### src/rtl/regfile_wb_arbiter_pkg.sv
// Shared widths, the x0 index constant and the buffered write-entry layout
// for the register-file write-side arbiter.
package regfile_wb_arbiter_pkg;

  localparam int DEF_DATA_W = 32;
  localparam int DEF_ADDR_W = 5;

  localparam logic [DEF_ADDR_W-1:0] REG_ZERO = 5'd0;

  typedef struct packed {
    logic                  live;
    logic [DEF_ADDR_W-1:0] rd;
    logic [DEF_DATA_W-1:0] data;
  } wb_entry_t;

endpackage

### src/rtl/regfile_wb_fifo.sv
// Circular buffer of pending accelerator writes with per-entry live bits,
// kill-by-destination and CAM lookup of the two decode source indices.
module regfile_wb_fifo
  import regfile_wb_arbiter_pkg::*;
#(
  parameter int DATA_W = DEF_DATA_W,
  parameter int ADDR_W = DEF_ADDR_W,
  parameter int DEPTH  = 2,
  localparam int PTR_W = $clog2(DEPTH),
  localparam int CNT_W = PTR_W + 1
) (
  input  logic              clk,
  input  logic              rst_n,
  input  logic              push_i,
  input  logic [ADDR_W-1:0] push_rd_i,
  input  logic [DATA_W-1:0] push_data_i,
  input  logic              pop_i,
  input  logic              kill_i,
  input  logic [ADDR_W-1:0] kill_rd_i,
  input  logic [ADDR_W-1:0] rs1_i,
  input  logic [ADDR_W-1:0] rs2_i,
  output logic              head_live_o,
  output logic [ADDR_W-1:0] head_rd_o,
  output logic [DATA_W-1:0] head_data_o,
  output logic [CNT_W-1:0]  count_o,
  output logic              rs1_match_o,
  output logic              rs2_match_o
);

  logic [PTR_W-1:0]  head_q, head_d;
  logic [PTR_W-1:0]  tail_q, tail_d;
  logic [CNT_W-1:0]  count_q, count_d;
  logic [DEPTH-1:0]  live_q, live_d;
  logic [DEPTH-1:0]  hit1, hit2;
  logic [ADDR_W-1:0] rd_mem   [DEPTH];
  logic [DATA_W-1:0] data_mem [DEPTH];
  logic              push_ok, pop_ok;

  // Guards keep occupancy within [0, DEPTH] regardless of the caller.
  assign push_ok = push_i && (count_q != CNT_W'(DEPTH));
  assign pop_ok  = pop_i && (count_q != '0);

  always_comb begin
    head_d  = head_q;
    tail_d  = tail_q;
    count_d = count_q;
    if (push_ok) begin
      tail_d = tail_q + PTR_W'(1);
    end
    if (pop_ok) begin
      head_d = head_q + PTR_W'(1);
    end
    case ({push_ok, pop_ok})
      2'b10:   count_d = count_q + CNT_W'(1);
      2'b01:   count_d = count_q - CNT_W'(1);
      default: count_d = count_q;
    endcase
  end

  always_ff @(posedge clk) begin
    if (!rst_n) begin
      head_q  <= '0;
      tail_q  <= '0;
      count_q <= '0;
      live_q  <= '0;
    end else begin
      head_q  <= head_d;
      tail_q  <= tail_d;
      count_q <= count_d;
      live_q  <= live_d;
    end
  end

  always_ff @(posedge clk) begin
    if (push_ok) begin
      rd_mem[tail_q]   <= push_rd_i;
      data_mem[tail_q] <= push_data_i;
    end
  end

  // Push lands in a free slot, so it never collides with the popped head;
  // a fresh push wins over a same-cycle kill because it is the newer value.
  for (genvar gi = 0; gi < DEPTH; gi++) begin : g_slot
    always_comb begin
      live_d[gi] = live_q[gi];
      if (push_ok && (tail_q == PTR_W'(gi))) begin
        live_d[gi] = 1'b1;
      end else if (pop_ok && (head_q == PTR_W'(gi))) begin
        live_d[gi] = 1'b0;
      end else if (kill_i && (rd_mem[gi] == kill_rd_i)) begin
        live_d[gi] = 1'b0;
      end
    end

    assign hit1[gi] = live_q[gi] && (rd_mem[gi] == rs1_i);
    assign hit2[gi] = live_q[gi] && (rd_mem[gi] == rs2_i);
  end

  assign rs1_match_o = (rs1_i != ADDR_W'(REG_ZERO)) && (|hit1);
  assign rs2_match_o = (rs2_i != ADDR_W'(REG_ZERO)) && (|hit2);

  assign head_live_o = live_q[head_q];
  assign head_rd_o   = rd_mem[head_q];
  assign head_data_o = data_mem[head_q];
  assign count_o     = count_q;

endmodule

### src/rtl/regfile_wb_arbiter.sv
// Merges the pipeline WB result and the buffered accelerator results onto the
// register file's single registered write port, with starvation-driven stalls.
module regfile_wb_arbiter
  import regfile_wb_arbiter_pkg::*;
#(
  parameter int DATA_W     = DEF_DATA_W,
  parameter int ADDR_W     = DEF_ADDR_W,
  parameter int FIFO_DEPTH = 2,
  parameter int STARVE_MAX = 4,
  localparam int CNT_W     = $clog2(FIFO_DEPTH) + 1,
  localparam int STV_W     = $clog2(STARVE_MAX + 1)
) (
  input  logic              clk,
  input  logic              rst_n,
  input  logic              pipe_regwrite,
  input  logic [ADDR_W-1:0] pipe_rd,
  input  logic [DATA_W-1:0] pipe_data,
  output logic              pipe_stall,
  input  logic              acc_valid,
  output logic              acc_ready,
  input  logic [ADDR_W-1:0] acc_rd,
  input  logic [DATA_W-1:0] acc_data,
  input  logic [ADDR_W-1:0] rs1,
  input  logic [ADDR_W-1:0] rs2,
  output logic              rs1_pending,
  output logic              rs2_pending,
  output logic [ADDR_W-1:0] rd,
  output logic [DATA_W-1:0] writedata,
  output logic              regwrite,
  output logic [CNT_W-1:0]  fifo_count
);

  logic [STV_W-1:0]  starve_q, starve_d;
  logic [ADDR_W-1:0] rd_q, rd_d;
  logic [DATA_W-1:0] wd_q, wd_d;
  logic              we_q, we_d;

  logic              fifo_push, fifo_pop, fifo_kill;
  logic              fifo_empty;
  logic              head_live;
  logic [ADDR_W-1:0] head_rd;
  logic [DATA_W-1:0] head_data;

  regfile_wb_fifo #(
    .DATA_W (DATA_W),
    .ADDR_W (ADDR_W),
    .DEPTH  (FIFO_DEPTH)
  ) u_fifo (
    .clk         (clk),
    .rst_n       (rst_n),
    .push_i      (fifo_push),
    .push_rd_i   (acc_rd),
    .push_data_i (acc_data),
    .pop_i       (fifo_pop),
    .kill_i      (fifo_kill),
    .kill_rd_i   (pipe_rd),
    .rs1_i       (rs1),
    .rs2_i       (rs2),
    .head_live_o (head_live),
    .head_rd_o   (head_rd),
    .head_data_o (head_data),
    .count_o     (fifo_count),
    .rs1_match_o (rs1_pending),
    .rs2_match_o (rs2_pending)
  );

  assign fifo_empty = (fifo_count == '0);

  // Ready comes from the registered count only; a same-cycle pop never frees a slot.
  assign acc_ready  = rst_n && (fifo_count < CNT_W'(FIFO_DEPTH));
  assign fifo_push  = acc_valid && acc_ready && (acc_rd != ADDR_W'(REG_ZERO));
  assign pipe_stall = rst_n && (starve_q == STV_W'(STARVE_MAX));

  always_comb begin
    fifo_pop  = 1'b0;
    fifo_kill = 1'b0;
    we_d      = 1'b0;
    rd_d      = '0;
    wd_d      = '0;
    if (pipe_stall) begin
      fifo_pop = 1'b1;
    end else if (pipe_regwrite && (pipe_rd != ADDR_W'(REG_ZERO))) begin
      we_d      = 1'b1;
      rd_d      = pipe_rd;
      wd_d      = pipe_data;
      fifo_kill = 1'b1;
    end else if (!fifo_empty) begin
      fifo_pop = 1'b1;
    end

    // A killed head is still drained, it just produces no write.
    if (fifo_pop && head_live) begin
      we_d = 1'b1;
      rd_d = head_rd;
      wd_d = head_data;
    end
  end

  always_comb begin
    starve_d = starve_q + STV_W'(1);
    if (fifo_pop || fifo_empty) begin
      starve_d = '0;
    end
  end

  always_ff @(posedge clk) begin
    if (!rst_n) begin
      starve_q <= '0;
      we_q     <= 1'b0;
      rd_q     <= '0;
      wd_q     <= '0;
    end else begin
      starve_q <= starve_d;
      we_q     <= we_d;
      rd_q     <= rd_d;
      wd_q     <= wd_d;
    end
  end

  assign rd        = rd_q;
  assign writedata = wd_q;
  assign regwrite  = we_q;

endmodule
### config.mk
export PLATFORM = sky130hd
export DESIGN_NAME = regfile_wb_arbiter
export DESIGN_NICKNAME = d
export VERILOG_FILES = /design/src/rtl/regfile_wb_arbiter_pkg.sv /design/src/rtl/regfile_wb_fifo.sv /design/src/rtl/regfile_wb_arbiter.sv
export SDC_FILE = /design/constraint.sdc
export NUM_CORES = 1
export LEC_CHECK = 0
export ABC_AREA = 0
export CORE_UTILIZATION = 30
export CTS_BUF_LIST = sky130_fd_sc_hd__clkbuf_2
export DETAILED_ROUTE_END_ITERATION = 10
export PLACE_DENSITY_LB_ADDON = 0.2
export SLEW_MARGIN = 20
export SYNTH_ARGS = -nofsm -noshare
export SYNTH_HDL_FRONTEND = slang
export SYNTH_SLANG_ARGS = --single-unit
### constraint.sdc
create_clock -name clk -period 3.3 [get_ports clk]
set_input_delay 0.66 -clock clk [delete_from_list [all_inputs] [get_ports clk]]
set_output_delay 0.66 -clock clk [all_outputs]
set_load 0.01 [all_outputs]
# Word-level counts from Yosys, hierarchy flattened

Memory sizes are Yosys's and may differ from the RTL's. A register that Yosys moved wholly into a read port is not among the register bits.
Cells that the tools add are included.

Magnitude comparators: 2
Multiplexer cells: 27
Reductions and logical operators: 33
Equality and inequality tests: 10
$add $sub $neg: 5
Bitwise gates (word level): 3

Operators with widths:

| cell                | number |
|---|---|
| $mux 32             | 3 |
| $eq 5x5->1          | 6 |
| $logic_and 1x1->1   | 20 |
| $mux 1              | 20 |
| $reduce_bool 5->1   | 4 |
| $mux 5              | 3 |
| $reduce_bool 3->1   | 2 |
| $reduce_or 2->1     | 3 |
| $pmux 2 s2          | 1 |
| $reduce_bool 2->1   | 2 |
| $add 3x1->3 const B | 1 |
| $eq 3x3->1 const B  | 1 |
| $not 1->1           | 3 |
| $add 1x1->1 const B | 2 |
| $add 2x1->2 const B | 1 |
| $eq 2x1->1 const B  | 1 |
| $eq 2x2->1 const B  | 1 |
| $logic_not 2->1     | 1 |
| $lt 1x2->1 const B  | 1 |
| $lt 2x2->1 const B  | 1 |
| $ne 2x2->1 const B  | 1 |
| $sub 2x1->2 const B | 1 |
| $logic_or 1x1->1    | 1 |

Word-level logic and storage cells: 91
Memories kept: 2
Memory bits (writable): 74
Output and inout port bits: 44
Bits of input ports: 88
Register bits: 47

Memories:

| name            | words | width | read ports | clocked after memory_dff | wr ports | RTL line              | text |
|---|---|---|---|---|---|---|---|
| u_fifo.data_mem | 2     | 32    | 1          | 1                        | 1        | regfile_wb_fifo.sv:36 | `logic [DATA_W-1:0] data_mem [DEPTH];` |
| u_fifo.rd_mem   | 2     | 5     | 3          | 1                        | 1        | regfile_wb_fifo.sv:35 | `logic [ADDR_W-1:0] rd_mem [DEPTH];` |

# Depth between registers and ports, before layout

Depth after elaboration: 8
Depth in mapped cells: 8
Gate-level depth less buffers: 6

# Cells and area by module

A second synthesis with hierarchy kept.

Cells, all modules: 314
Area total of the unflattened synthesis: 4743.3 um^2

By module, submodules not included:

| module             | seq. area each (um^2) | cells each | instances | area each (um^2) |
|---|---|---|---|---|
| regfile_wb_fifo    | 2362.3                | 199        | 1         | 3365.7 |
| regfile_wb_arbiter | 820.8                 | 115        | 1         | 1377.6 |

# Least setup slack after synthesis

OpenSTA, ideal clock, no wires.

Path kind: input to register
From: input port rst_n
To: memory u_fifo.data_mem[0][0] (netlist bit), enable pin
Slack: 0.226 ns
Setup time: 0.431 ns
Buffers on the path: 0
Required time: 2.869 ns
Cell stages on the path: 4
Arrival: 2.643 ns
Cells stage by stage: inv_1 > nor2_1 > nand2_1 > nor2_1

Word-level cells in the longest chain between the ends: 6

Ends and longest elaborated chain:

| what                            | RTL line                 | text |
|---|---|---|
| start: declaration              | regfile_wb_arbiter.sv:14 | `input logic rst_n,` |
| $logic_and 1x1->1               | regfile_wb_arbiter.sv:70 | `assign acc_ready = rst_n && (fifo_count < CNT_W'(FIFO_DEPTH));` |
| via acc_ready                   | regfile_wb_arbiter.sv:20 | `output logic acc_ready,` |
| $logic_and 1x1->1 (2 in series) | regfile_wb_arbiter.sv:71 | `assign fifo_push = acc_valid && acc_ready && (acc_rd != ADDR_W'(REG_ZERO));` |
| $logic_and 1x1->1               | regfile_wb_fifo.sv:40    | `assign push_ok = push_i && (count_q != CNT_W'(DEPTH));` |
| $mux 1                          | regfile_wb_fifo.sv:75    | `if (push_ok) begin` |
| $mux 1 (implied by the code)    | regfile_wb_fifo.sv:77    | `data_mem[tail_q] <= push_data_i;` |
| end: declaration                | regfile_wb_fifo.sv:36    |  |

The timed path passes the listed nets, and every way through them passes these cells.

==> impl_metrics.toml <==
[status]
outcome = "finished, final reports clean"

[setup_path]
crit_type = "reg -> out"
endpoint_kind = "output pin"
cp.arrival_ns = 2.12
r2r_end = "u_fifo.data_mem[0][18]$_DFFE_PP_"
crit_required_ns = 2.64
rrSetupSlack_ns = 1.29
r2r_start = "u_fifo.count_o[1]$_SDFFE_PN0P_"
r2r_cells = 4
cp_max_fo = 3
cp-start-kind = "register"

[worst_hold_path]
hold_start = "starve_q[0]$_SDFF_PP0_"
min_path_type = "reg -> reg"
holdPathStages = 1
hold_end = "starve_q[0]$_SDFF_PP0_"

[die]
die_w_um = 128.2
io_pins = 132
die_area_um2 = 16440
rows = 45
die_y_um = 128.2
core-area_um2 = 15370
start_util_pct = 31.09

[finish]
diodes = 0
mostFrequentLayoutCell = "clkdlybuf4s50_1"
drive_gt1_share_pct = 17.60
nNetsFinal = 543
final_cell_mix = "clkdlybuf4s50_1 (129), edfxtp_1 (74), dfxtp_1 (47)"
area_growth_syn_to_layout_pct = 37.88

[grt]
overflow = 0
grt_pass1_wl_um = 17830
grt_pass1_vias = 3422
antenna_found_initial = 0
grt_max_degree = 39
grt_use_total_pct = 14.61

[synthesis]
synth_top_family_by_area = "compound AO/OA/AOI/OAI gates"
synthXorXnorAreaFrac_pct = 5.681
ys_async_sr_fraction_pct = 0
synth_fp_nets = 401
syn-cell-area_um2 = 4780
synth_cells = 311
synthAdderAreaFrac_pct = 0.5236
synth_compound_area_share_pct = 10.65
ys_ff_latch = 122
ys_warn_count = 0
muxShareOfSynthArea_pct = 8.927
synth_edf_count = 74
syn-mean-instance-area_um2 = 15.37
yosys.cell_types.count = 40
yosysSeqAreaShare_pct = 66.60
ys.flop_type = "edfxtp_1"
synthSimpleGateAreaFrac_pct = 4.686

[clock_tree]
cts_tree = "yes"
cts_made_buffers = 17
postCtsHoldBufs = 0
cts_root_buf = "clkbuf_2"
path_clk_slew_ns = 0.18
cts_num_sinks = 122
htreeDepth = 4
clk_latency_ns = 0.65
clk_path_buf_depth = 2

[timing]
rsz0062_at_grt = "false"
fin_skew_ns = 0.02531
hold_violations = 0
whs_ns = 0.4752
max_slew_margin_pct = 33.17
setup_tns_ns = 0
max_freq_mhz = 360.1
slew_viol_final = 0
min_period_ns = 2.777
final_min_period_over_clock_period_pct = 84.15
tightestPinTransition_ns = 1.002
finalSetupViolCount = 0

[placement]
routabilityCongestion = 0.7930
io_buffers = 131
dp_hpwl_um = 7323

[routing]
wirelength_um = 11280
viasPerCell = 4.747
drt-initial-drc-count = 163
vias = 3214
drcViolationCount = 0
dr.pass1.iters = 6
ant_nets = 0
wire_per_inst_um = 16.66

[flow_run]
maxCapViolations = 0

[power]
vdd_drop_max_uv = 248.9
p_int_w = 0.002326
pwr-share-seq_pct = 56.5
powerDensity_nw_per_um2 = 462.4
clockPowerShare_pct = 31.1
netSwitchingFraction_pct = 23.65
combPwrFrac_pct = 12.4
switching_power_w = 0.0007208
p_leak_nw = 2.277
-- synthesized netlist by cell type, types with 2 or more instances --
library cell | count | area share, %
inv_1 | 4 | 0.31
o21ai_0 | 4 | 0.42
or3_1 | 2 | 0.26
and3_1 | 2 | 0.26
nand3b_1 | 2 | 0.31
nand2_1 | 2 | 0.16
buf_8 | 3 | 0.94
dfxtp_1 | 48 | 20
nor2_1 | 6 | 0.47
a21oi_1 | 6 | 0.63
nor4_1 | 5 | 0.65
o21a_1 | 2 | 0.31
mux2_2 | 37 | 8.7
xor2_1 | 21 | 3.8
ha_1 | 2 | 0.52
nor3_1 | 3 | 0.31
buf_6 | 2 | 0.47
clkbuf_1 | 8 | 0.63
xnor2_1 | 10 | 1.8
a32o_1 | 37 | 7.7
buf_4 | 3 | 0.47
or4_1 | 3 | 0.47
nand3_1 | 9 | 0.94
edfxtp_1 | 74 | 46
-- per-layer routing --
| layer | routed length, µm | track usage, % | up-vias |
|---|---|---|---|
| met5 | 0 | 0 | - |
| met4 | 178 | 5.260 | 0 |
| met3 | 871 | 6.219 | 16 |
| met2 | 5417 | 24.42 | 118 |
| met1 | 4809 | 16.61 | 1568 |
| li1 | - | - | 1512 |
-- stage by stage --
step	power, W	worst slack (ns)	std cells	cell area, µm²	utilization (%)
after floorplan	0.001910	0.2262	311	4780	-
after global placement	0.002126	0.2896	640	6314	41.07
after detailed placement	0.002134	0.2002	640	6314	41.07
after CTS	0.003102	0.0009981	673	6555	42.65
after global routing	0.003205	0.2385	677	6590	42.87
final	0.003047	0.5229	677	6590	42.87
-- power groups by stage --
stage                     clock network, W  logic (W)  registers [W]
after global routing               0.00107   0.000406        0.00173
after global placement                   0   0.000369        0.00176
after floorplan                          0   0.000160        0.00175
after CTS                         0.000998   0.000380        0.00172
after detailed placement                 0   0.000376        0.00176
final                             0.000948   0.000377        0.00172
-- registers in the layout (all words and copies together), names as in the netlist, named ones only --
register	count
starve_q	3
u_fifo.data_mem	64
u_fifo.live_q	2
u_fifo.tail_q	1
regwrite	1
writedata	32
u_fifo.count_o	2
u_fifo.rd_mem	10
rd	5
u_fifo.head_q	1
-- cell type report --
class | instances | area (µm²)
well taps | 211 | 264.0
inverters | 4 | 15.01
flip-flops and latches | 122 | 3184
fillers | 1422 | 8781
multi-input cells | 168 | 1484
clock inverters | 11 | 128.9
repair buffers | 140 | 1409
clock buffers | 21 | 105.1
-- worst max-delay path by stage --
stage	end	startpoint	cells after the start	slack, ns
after floorplan	u_fifo.data_mem[0][0]$_DFFE_PP_	rst_n	4	0.23
after global placement	rs1_pending	rs1[0]	6	0.29
after detailed placement	rs2_pending	rs2[0]	6	0.20
after CTS	rs1_pending	u_fifo.rd_mem[1][3]$_DFFE_PP_	5	0.001
after global routing	rs2_pending	u_fifo.rd_mem[0][0]$_DFFE_PP_	6	0.24
final	rs2_pending	u_fifo.rd_mem[0][0]$_DFFE_PP_	6	0.52
-- worst max-delay path, stage by stage (launching register included) --
cell and delay [ns]:
edfxtp_1 0.47, buf_4 0.18, xor2_1 0.16, nor4_1 0.24, nand3_1 0.11, a21oi_1 0.14, dlymetal6s2s_1 0.17
-- logic make-up after synthesis --
group,Yosys count
xor+xnor,31
simple gates,39
compound gates,58
fa+ha+maj,2
buf+inv,21
mux,38
flops,122
-- repair_timing --
| action | CTS | global route |
|---|---|---|
| resized for setup | 0 | 2 |
| setup endpoints to repair | 1 | 2 |
| setup buffers | 1 | 4 |
| cloned | 0 | 0 |
| pin swaps | 0 | 3 |
Power figures use the tool's default switching activity.
